==> src/rtl/iterative_multiplier.sv <==
// Sequential shift-and-add signed multiplier with RAM write-back handshake.
// One product every DATA_WIDTH+2 cycles; magnitudes are multiplied, sign applied at the end.
module iterative_multiplier #(
  parameter int DATA_WIDTH = 32,
  parameter int ADDR_WIDTH = 8
) (
  input  logic                  Clock,
  input  logic                  Reset,
  input  logic                  iStart,
  input  logic [DATA_WIDTH-1:0] iOperandA,
  input  logic [DATA_WIDTH-1:0] iOperandB,
  input  logic [ADDR_WIDTH-1:0] iDestAddress,
  output logic                  oBusy,
  output logic                  oDone,
  output logic                  oWriteEnable,
  output logic [ADDR_WIDTH-1:0] oWriteAddress,
  output logic [DATA_WIDTH-1:0] oDataOut,
  output logic                  oOverflow
);

  localparam int PROD_W = 2 * DATA_WIDTH;
  localparam int CNT_W  = $clog2(DATA_WIDTH + 1);
  localparam logic [CNT_W-1:0] LAST_CNT = CNT_W'(DATA_WIDTH - 1);

  typedef enum logic [1:0] {
    IDLE = 2'd0,
    RUN  = 2'd1,
    SIGN = 2'd2
  } state_t;

  // Unsigned magnitude; the most negative value maps to 2^(W-1) without saturation.
  function automatic logic [DATA_WIDTH-1:0] magnitude(input logic [DATA_WIDTH-1:0] v);
    if (v[DATA_WIDTH-1]) begin
      magnitude = ~v + {{(DATA_WIDTH-1){1'b0}}, 1'b1};
    end else begin
      magnitude = v;
    end
  endfunction

  function automatic logic [PROD_W-1:0] apply_sign(input logic [PROD_W-1:0] v, input logic neg);
    if (neg) begin
      apply_sign = ~v + {{(PROD_W-1){1'b0}}, 1'b1};
    end else begin
      apply_sign = v;
    end
  endfunction

  // The product fits iff all bits from the result MSB upward are copies of the sign.
  function automatic logic fits_signed(input logic [PROD_W-1:0] p);
    logic [PROD_W-DATA_WIDTH:0] upper;
    upper       = p[PROD_W-1:DATA_WIDTH-1];
    fits_signed = (&upper) | ~(|upper);
  endfunction

  state_t                  state_r;
  state_t                  next_state_s;
  logic                    busy_s;
  logic                    accept_s;
  logic                    step_s;
  logic                    finish_s;

  logic [PROD_W-1:0]       mcand_r;
  logic [DATA_WIDTH-1:0]   mplier_r;
  logic [PROD_W-1:0]       acc_r;
  logic [CNT_W-1:0]        count_r;
  logic                    sign_r;
  logic [ADDR_WIDTH-1:0]   addr_r;
  logic [PROD_W-1:0]       product_s;

  logic                    done_r;
  logic [DATA_WIDTH-1:0]   data_r;
  logic                    ovf_r;
  logic [ADDR_WIDTH-1:0]   waddr_r;

  // State register.
  always_ff @(posedge Clock or posedge Reset) begin
    if (Reset) begin
      state_r <= IDLE;
    end else begin
      state_r <= next_state_s;
    end
  end

  // Next-state decode.
  always_comb begin
    next_state_s = state_r;
    case (state_r)
      IDLE: begin
        if (iStart) begin
          next_state_s = RUN;
        end else begin
          next_state_s = IDLE;
        end
      end
      RUN: begin
        if (count_r == LAST_CNT) begin
          next_state_s = SIGN;
        end else begin
          next_state_s = RUN;
        end
      end
      SIGN:    next_state_s = IDLE;
      default: next_state_s = IDLE;
    endcase
  end

  // Per-state control strobes.
  always_comb begin
    busy_s   = 1'b0;
    accept_s = 1'b0;
    step_s   = 1'b0;
    finish_s = 1'b0;
    case (state_r)
      IDLE:    accept_s = iStart;
      RUN: begin
        busy_s = 1'b1;
        step_s = 1'b1;
      end
      SIGN: begin
        busy_s   = 1'b1;
        finish_s = 1'b1;
      end
      default: busy_s = 1'b0;
    endcase
  end

  // Operand capture and shift-and-add iteration.
  always_ff @(posedge Clock or posedge Reset) begin
    if (Reset) begin
      mcand_r  <= '0;
      mplier_r <= '0;
      acc_r    <= '0;
      count_r  <= '0;
      sign_r   <= 1'b0;
      addr_r   <= '0;
    end else if (accept_s) begin
      mcand_r  <= {{DATA_WIDTH{1'b0}}, magnitude(iOperandA)};
      mplier_r <= magnitude(iOperandB);
      acc_r    <= '0;
      count_r  <= '0;
      sign_r   <= iOperandA[DATA_WIDTH-1] ^ iOperandB[DATA_WIDTH-1];
      addr_r   <= iDestAddress;
    end else if (step_s) begin
      if (mplier_r[0]) begin
        acc_r <= acc_r + mcand_r;
      end
      mcand_r  <= mcand_r << 1;
      mplier_r <= mplier_r >> 1;
      count_r  <= count_r + CNT_W'(1);
    end
  end

  assign product_s = apply_sign(acc_r, sign_r);

  // Result registers; loaded only on the SIGN edge and held otherwise.
  always_ff @(posedge Clock or posedge Reset) begin
    if (Reset) begin
      done_r  <= 1'b0;
      data_r  <= '0;
      ovf_r   <= 1'b0;
      waddr_r <= '0;
    end else begin
      done_r <= finish_s;
      if (finish_s) begin
        data_r  <= product_s[DATA_WIDTH-1:0];
        ovf_r   <= ~fits_signed(product_s);
        waddr_r <= addr_r;
      end
    end
  end

  assign oBusy         = busy_s;
  assign oDone         = done_r;
  assign oWriteEnable  = done_r;
  assign oWriteAddress = waddr_r;
  assign oDataOut      = data_r;
  assign oOverflow     = ovf_r;

endmodule

==> config.mk <==
export PLATFORM = sky130hd
export DESIGN_NAME = iterative_multiplier
export DESIGN_NICKNAME = d
export VERILOG_FILES = /design/src/rtl/iterative_multiplier.sv
export SDC_FILE = /design/constraint.sdc
export NUM_CORES = 1
export LEC_CHECK = 0
export ABC_AREA = 0
export CORE_UTILIZATION = 55
export DETAILED_ROUTE_END_ITERATION = 7
export PLACE_DENSITY = 0.76
export SYNTH_ARGS = -nofsm -noshare
export SYNTH_HDL_FRONTEND = slang
export SYNTH_SLANG_ARGS = --single-unit
==> constraint.sdc <==
create_clock -name Clock -period 8.6 [get_ports Clock]
set_input_delay 1.72 -clock Clock [delete_from_list [all_inputs] [get_ports Clock]]
set_output_delay 1.72 -clock Clock [all_outputs]
set_load 0.05 [all_outputs]
# [After elaboration in Yosys (flattened, before gate mapping)]
# Index checks and enable logic that the tools add are counted.
# W data, S select, Z words.
[op_classes] addsub=5 n_mux=19 reduce_logical=7 eq_ne=3 bitwise=7
[ops] operator="$mux W64" n=6
[ops] operator="$mux W32" n=4
[ops] operator="$add A32 B1 Y32 const B" n=2
[ops] operator="$add A64 B1 Y64 const B" n=1
[ops] operator="$add A64 B64 Y64" n=1
[ops] operator="$not A32 Y32" n=2
[ops] operator="$not A64 Y64" n=1
[ops] operator="$reduce_and A33 Y1" n=1
[ops] operator="$reduce_or A33 Y1" n=1
[ops] operator="$mux W6" n=2
[ops] operator="$add A6 B1 Y6 const B" n=1
[ops] operator="$eq A6 B5 Y1 const B" n=1
[ops] operator="$mux W1" n=5
[ops] operator="$pmux W2 S2" n=1
[ops] operator="$reduce_bool A2 Y1" n=2
[ops] operator="$eq A2 B1 Y1 const B" n=1
[ops] operator="$eq A2 B2 Y1 const B" n=1
[ops] operator="$logic_not A2 Y1" n=1
[ops] operator="$mux W2" n=1
[ops] operator="$not A1 Y1" n=2
[ops] operator="$reduce_and A2 Y1" n=1
[ops] operator="$reduce_or A2 Y1" n=1
[ops] operator="$or A1 B1 Y1" n=1
[ops] operator="$xor A1 B1 Y1" n=1
[word_totals] word_cells=52 in_bits=75 reg_bits=219 output_inout_bits=44

# [Longest topological paths before layout]
# Gate-level depths: netlist of run 1.
[depth] depth_word=7 mapped_depth=13

# [Worst setup path before layout of run 1]
# OpenSTA, ideal clock, no wires.
[synth_timing] path_kind="input to register" startpoint="input port iOperandB[6]" endpoint="register mplier_r[31]" setup_slack_ps=3749 arrival_time_ps=4768 n_path_buf=0 cell_stages=9 required_ps=8517 cell_sequence="or3_1 -> nor3_1 -> nand3_1 -> or4_1 -> or3_1 -> or4_1 -> or2_2 -> or4b_2 -> o21ai_0"
[synth_between] elab_chain_cells=4
[synth_rtl] element="start, declared" line_no="11" source="input logic [DATA_WIDTH-1:0] iOperandB,"
[synth_rtl] element="$not A32 Y32" line_no="34" source="magnitude = ~v + {{(DATA_WIDTH-1){1'b0}}, 1'b1};"
[synth_rtl] element="$add A32 B1 Y32" line_no="34"
[synth_rtl] element="$mux W32" line_no="33" source="if (v[DATA_WIDTH-1]) begin"
[synth_rtl] element="$mux W32" line_no="136" source="end else if (accept_s) begin"
[synth_rtl] element="end signal, assigned" line_no="138" source="mplier_r <= magnitude(iOperandB);"
[synth_rtl] element="end signal, assigned" line_no="148" source="mplier_r <= mplier_r >> 1;"
[synth_rtl] element="end, declared" line_no="63" source="logic [DATA_WIDTH-1:0] mplier_r;"
# Every way passes these cells.
# A chain may end at the register's enable or synchronous reset.

# [Worst setup path after layout of run 1]
[layout_timing] startpoint="input port iOperandB[2]" endpoint="register mplier_r[31]"
# Same word-level chain as after synthesis.

==> flow_metrics.env, run 1 <==
export IMPL_path_depth=10
export IMPL_r2r_end="oOverflow"
export IMPL_register_area_sq_um=5480
export IMPL_endpoint_kind="register"
export IMPL_final_common_cell="nand2_1"
export IMPL_gp_congestion=0.918
export IMPL_finalPower_mw=5.65
export IMPL_ys_seq_area_frac=0.357
export IMPL_hold_viol_final=0
export IMPL_critPathArrivalTime_ns=5.46
export IMPL_num_vias=13469
export IMPL_cp_top_family="simple AND/OR/NAND/NOR gates"
export IMPL_wirelength_microns=39000
export IMPL_ioPinCount=119
export IMPL_drt_drc_violations_left=0
export IMPL_die_area_sq_um=28600
export IMPL_cts_buffers=26
export IMPL_synth_top_area_share=0.357
export IMPL_min_period_ns=5.02
export IMPL_cp_start_kind="input pin"
export IMPL_switchingPower_mw=2.45
export IMPL_cts_resized=0
export IMPL_drtPass1Iterations=5
export IMPL_relSlewSlack=0.278
export IMPL_min_period_over_period=0.583
export IMPL_fmax_mhz=199
export IMPL_rsz0062_at_grt="no"
export IMPL_start_util=0.566
export IMPL_wire_per_inst_microns=17.3
export IMPL_crit_chain="clkdlybuf4s50_1, or2_2, nor3_1, nand3_1, or4_1, or3_1, or4_1, or2_2, or4b_2, o21ai_0"
export IMPL_gr_total_overflow=0
export IMPL_synth_seq_cells=219
export IMPL_dieWidth_microns=169
export IMPL_yosys_most_used_dff="dfrtp_1"
export IMPL_grt_pass1_vias=12857
export IMPL_fillers=2344
export IMPL_dp_hpwl_microns=27700
export IMPL_mostFrequentLayoutCells="251 x nand2_1, 218 x dfrtp_1, 154 x a21oi_1, 145 x o21ai_0, 135 x nor2_1"
export IMPL_worstPathRequired_ns=9.05
export IMPL_seq_power_share=0.317
export IMPL_ctsHoldBuffers=0
export IMPL_clockBufferDepth=3
export IMPL_cts_htree_levels=1
export IMPL_root_buffer="clkbuf_16"
export IMPL_r2r_slack_ns=4.02
export IMPL_hp_class="reg -> reg"
export IMPL_rr_worst_depth=11
export IMPL_grt_max_degree=99
export IMPL_diodes=0
export IMPL_vias_per_cell=5.98
export IMPL_crit_end="mplier_r[31]"
export IMPL_synth_fp_nets=1944
export IMPL_drtAntennaViolNets=0
export IMPL_synthDistinctLibCells=73
export IMPL_nets=2008
export IMPL_powerDensity_nw_per_um2=320
export IMPL_cpPeakStageDelay_ns=0.62
export IMPL_insertion_delay_ns=0.54
export IMPL_netlist_instances=1798
export IMPL_p_comb_frac=0.486
export IMPL_netlist_top_cells_area="dfrtp_1 36%, mux2i_1 6.3%, nand2_1 6.2%"
export IMPL_cts_tree="built"
export IMPL_grt_use_total=0.275
export IMPL_crit_slowest_cell="or4b_2"
export IMPL_crit_type="in -> reg"
export IMPL_path_max_fanout=4
export IMPL_grt_first_pass_wirelength_microns=64900
export IMPL_leakagePower_nw=8.17
export IMPL_startpoint="iOperandB[2]"
export IMPL_slew_viol_final=0
export IMPL_pwr_share_clk=0.197
export IMPL_outcome="finished, final reports clean"
export IMPL_cap_violations=0
export IMPL_synth_edff_count=0
export IMPL_syn2layout_area_growth_pct=14.8
export IMPL_p_int_mw=3.20
export IMPL_die_h_microns=169
export IMPL_post_cts_setup_buffer_count=0
export IMPL_synth_area_sq_um=15400
export IMPL_antenna_found_initial=0
export IMPL_synth_area_leader_cell="dfrtp_1"
export IMPL_cp_num_buf_inv=1
export IMPL_ir_drop_mv=0.147
export IMPL_r2r_start="acc_r[2]"
export IMPL_layout_drive_gt1_share=0.0543
export IMPL_avgSynthCellArea_sq_um=8.55
export IMPL_p_sw_frac=0.434
export IMPL_synthesis_yosys_warnings=0
export IMPL_setup_violations=0
export IMPL_finalSetupTns_ns=0
export IMPL_coreArea_sq_um=27200
export IMPL_cts_sinks=219
export IMPL_cts_reportedPaths_clkPinSlew_ns=0.06
export IMPL_multiInputGateArea_sq_um=9430
export IMPL_finalClockSkew_ns=0.0110
export IMPL_postSynth_asyncResetShare=1.00
export IMPL_io_buffers=118
export IMPL_worst_pin_slew_ns=1.08
export IMPL_rows=60
export IMPL_drt_iter0_drc=1008
==> flip-flops by register name, summed over array words and instances, names as in the netlist <==
name,flops
count_r,6
oDataOut,32
sign_r,1
oDone,1
oOverflow,1
oWriteAddress,8
mplier_r,32
addr_r,8
state_r,2
acc_r,64
mcand_r,64
==> tightest hold or removal path, cell delays in order (launching register included) <==
cell     delay (ns)
dfrtp_1        0.34
nand2_1        0.05
nand2_1        0.05
==> per-layer routing <==
| metal | vias up | global-route usage | wire (microns) |
|---|---|---|---|
| met4 | 0 | 0.0580 | 549 |
| li1 | 6608 | - | - |
| met1 | 6486 | 0.387 | 18100 |
| met2 | 336 | 0.458 | 18300 |
| met3 | 39 | 0.0324 | 2080 |
| met5 | - | 0 | 0 |
==> cell families after synthesis <==
group,synth area share
AO/OA/AOI/OAI,0.204
adder cells (fa/ha/maj),0.0583
XOR/XNOR,0.0912
multiplexers,0.0727
buffers and inverters,0.0317
flip-flops,0.357
AND/OR/NAND/NOR,0.186
==> cell type report <==
type / count / share of cell area
repair buffers: 131 / 0.0724
flip-flops and latches: 219 / 0.311
clock buffers: 38 / 0.0440
multi-input cells: 1451 / 0.534
clock inverters: 8 / 0.00524
well taps: 372 / 0.0264
inverters: 33 / 0.00744
==> synth_stat cells, types with 4 or more instances <==
cell type,number
a2111oi_0,5
a211o_1,4
nand4_1,20
o21ai_0,145
xor2_1,61
mux2i_1,97
o21bai_1,16
nor3_1,34
ha_1,70
nand3_1,29
a31oi_1,13
or4_1,15
clkbuf_1,77
a21oi_1,154
buf_1,15
nor2_1,135
nand2_1,252
inv_1,32
a21o_1,45
and2_1,9
o31ai_1,33
nor2b_1,8
dfrtp_1,219
a32oi_1,8
xnor2_1,99
nor4_1,14
nand2b_1,12
and3_1,13
a211oi_1,9
o21a_1,9
mux2_2,13
o41ai_1,18
a22o_1,6
or2_2,11
or3_1,33
o211ai_1,5
==> power groups by stage <==
stage / clock, mW / sequential, mW / combinational, mW
finish: 1.12 / 1.79 / 2.75
global placement: 0 / 1.78 / 2.64
detailed placement: 0 / 1.79 / 2.70
floorplan: 0 / 1.62 / 2.20
global route: 1.17 / 1.84 / 3.07
CTS: 1.14 / 1.78 / 2.72
==> worst min-delay path by stage <==
stage               startpoint         end  slack, ns  cells after the start
detailed placement   addr_r[2]   addr_r[2]       0.46                      2
global placement    count_r[5]  state_r[1]       0.45                      1
CTS                  addr_r[4]   addr_r[4]       0.47                      2
floorplan           count_r[5]  state_r[1]       0.44                      1
global route         addr_r[6]   addr_r[6]       0.50                      2
finish               addr_r[4]   addr_r[4]       0.47                      2
==> metrics by stage <==
stage	std cells	hold WS, ns	instance area (sq um)	utilization	setup WS, ns
2_1_floorplan	1798	0.436	15400	-	0.887
5_1_grt	2252	0.502	17700	0.650	3.39
3_3_place_gp	2206	0.450	16800	0.618	3.13
6_report	2252	0.472	17700	0.650	3.58
4_1_cts	2252	0.473	17700	0.650	3.63
3_5_place_dp	2206	0.457	16800	0.618	3.08
Power figures use the tool's default switching activity.
==> run 2, diff against run 1 <==
==> constraint.sdc (replaced) <==
create_clock -name Clock -period 5.1 [get_ports Clock]
set_input_delay 1.02 -clock Clock [delete_from_list [all_inputs] [get_ports Clock]]
set_output_delay 1.02 -clock Clock [all_outputs]
set_load 0.05 [all_outputs]
==> run 2 against run 1 <==
Against the previous run:
- die area stayed put
- critical path type is now reg -> reg
- sequential share of layout area is 0.11 points lower
- core utilization is 0.23 points higher
- sequential cell count stayed put
==> flow_metrics.env, run 2 (synthesis results as in run 1) <==
export IMPL_critPathArrivalTime_ns=4.82
export IMPL_dp_slack_ns=0.265
export IMPL_multiInputGateArea_sq_um=9430
export IMPL_path_max_fanout=7
export IMPL_finalSetupTns_ns=0
export IMPL_gp_congestion=0.916
export IMPL_num_vias=13457
export IMPL_worst_pin_slew_ns=1.03
export IMPL_finalNonFillerCells=2256
export IMPL_rows=60
export IMPL_drt_drc_violations_left=0
export IMPL_dp_cells=2211
export IMPL_die_h_microns=169
export IMPL_leakagePower_nw=8.19
export IMPL_syn2layout_area_growth_pct=15.3
export IMPL_finalClockSkew_ns=0.0154
export IMPL_relSlewSlack=0.313
export IMPL_topRoutingLayerUsed="met4"
export IMPL_hold_path_endpoint="addr_r[5]"
export IMPL_start_util=0.566
export IMPL_final_common_cell="nand2_1"
export IMPL_wl_met2_microns=17800
export IMPL_grt_pass1_vias=13154
export IMPL_seq_power_share=0.318
export IMPL_cts_buffers=26
export IMPL_design_area_sq_um=17700
export IMPL_wl_met1_microns=18200
export IMPL_cts_htree_levels=1
export IMPL_r2r_slack_ns=0.69
export IMPL_slew_viol_final=0
export IMPL_gr_total_overflow=0
export IMPL_hold_viol_final=0
export IMPL_register_area_sq_um=5480
export IMPL_clockBufferDepth=3
export IMPL_die_area_sq_um=28600
export IMPL_drtAntennaViolNets=0
export IMPL_hold_slack_ns=0.468
export IMPL_p_comb_frac=0.489
export IMPL_worst_slack_ns=0.688
export IMPL_coreArea_sq_um=27200
export IMPL_hp_start="addr_r[5]"
export IMPL_holdPathStages=2
export IMPL_cp_start_kind="register"
export IMPL_dp_hpwl_microns=28000
export IMPL_finalPower_mw=9.49
export IMPL_min_period_ns=4.41
export IMPL_vias_per_cell=5.96
export IMPL_wire_per_inst_microns=17.3
export IMPL_fmax_mhz=227
export IMPL_rr_worst_depth=11
export IMPL_worstPathRequired_ns=5.51
export IMPL_final_util=0.652
export IMPL_dieWidth_microns=169
export IMPL_rsz0062_at_grt="no"
export IMPL_r2r_start="acc_r[8]"
export IMPL_cts_tree="built"
export IMPL_layout_drive_gt1_share=0.0573
export IMPL_root_buffer="clkbuf_16"
export IMPL_fillers=2368
export IMPL_hp_class="reg -> reg"
export IMPL_largestRegisters="acc_r (64), mcand_r (64)"
export IMPL_ioPinCount=119
export IMPL_cap_violations=0
export IMPL_post_cts_setup_buffer_count=0
export IMPL_io_buffers=118
export IMPL_p_int_mw=5.34
export IMPL_ctsHoldBuffers=0
export IMPL_outcome="finished, final reports clean"
export IMPL_r2r_end="oOverflow"
export IMPL_antenna_found_initial=0
export IMPL_wl_met3_microns=1920
export IMPL_powerDensity_nw_per_um2=536
export IMPL_cts_reportedPaths_clkPinSlew_ns=0.06
export IMPL_grt_use_total=0.280
export IMPL_drtPass1Iterations=5
export IMPL_endpoint_kind="register"
export IMPL_mostFrequentLayoutCells="251 x nand2_1, 218 x dfrtp_1, 154 x a21oi_1, 145 x o21ai_0, 135 x nor2_1"
export IMPL_nets=2013
export IMPL_insertion_delay_ns=0.54
export IMPL_p_sw_frac=0.437
export IMPL_grt_first_pass_wirelength_microns=65800
export IMPL_ir_drop_mv=0.310
export IMPL_grt_max_degree=142
export IMPL_cts_sinks=219
export IMPL_setup_violations=0
export IMPL_crit_type="reg -> reg"
export IMPL_drt_iter0_drc=1057
export IMPL_switchingPower_mw=4.15
export IMPL_cts_resized=0
export IMPL_placed_cell_area_sq_um=16900
export IMPL_wirelength_microns=39000
export IMPL_min_period_over_period=0.865
export IMPL_diodes=0
export IMPL_pwr_share_clk=0.192
==> run 2: cell types whose count changed in the layout (fill, tap and decap cells not counted) <==
cell        before  now
buf_12           0    4
buf_4           13   14
bufinv_16        2    0
clkbuf_1         5    3
clkbuf_8         6    9
clkinv_2         5    3
clkinv_4         0    1
clkinvlp_4       1    3
inv_8            1    0
==> run 2: metal layers <==
metal	track usage	up-vias
li1	-	6608
met3	0.0352	69
met2	0.453	343
met4	0.0889	0
met5	0	-
met1	0.390	6437
==> run 2: worst max-delay path, cell delays in order (launching register included) <==
cell       delay (ns)
dfrtp_1          0.45
or4_4            0.57
or3_1            0.47
or4_4            0.55
nor4b_4          0.46
nand3_1          0.18
or3_4            0.43
o22ai_2          0.12
a32oi_1          0.08
or4_4            0.53
a2111oi_4        0.31
a211oi_1         0.11
==> run 2: layout make-up <==
class / count / area share
Tap cell: 372 / 0.0263
Inverter: 33 / 0.00720
Clock buffer: 39 / 0.0458
Clock inverter: 6 / 0.00219
Multi-Input combinational cell: 1451 / 0.532
Timing Repair Buffer: 136 / 0.0771
Sequential cell: 219 / 0.309
==> run 2: worst max path at each step <==
stage                            start      endpoint  slack (ns)  cells after the start
final                         acc_r[8]     oOverflow        0.69                     11
after global routing          acc_r[2]     oOverflow        0.42                     10
after CTS                     acc_r[8]     oOverflow        0.69                     11
after detailed placement  iOperandB[2]  mplier_r[31]        0.26                     10
after global placement    iOperandB[6]  mplier_r[31]        0.33                     10
after floorplan           iOperandB[6]  mplier_r[31]        0.95                      9
==> run 2: power groups by stage <==
stage / Combinational, mW / Clock [mW] / Sequential (mW)
after global placement: 4.47 / 0 / 3.01
after CTS: 4.61 / 1.87 / 3.01
after floorplan: 3.70 / 0 / 2.74
after global routing: 5.19 / 1.94 / 3.11
after detailed placement: 4.58 / 0 / 3.03
final: 4.64 / 1.83 / 3.02
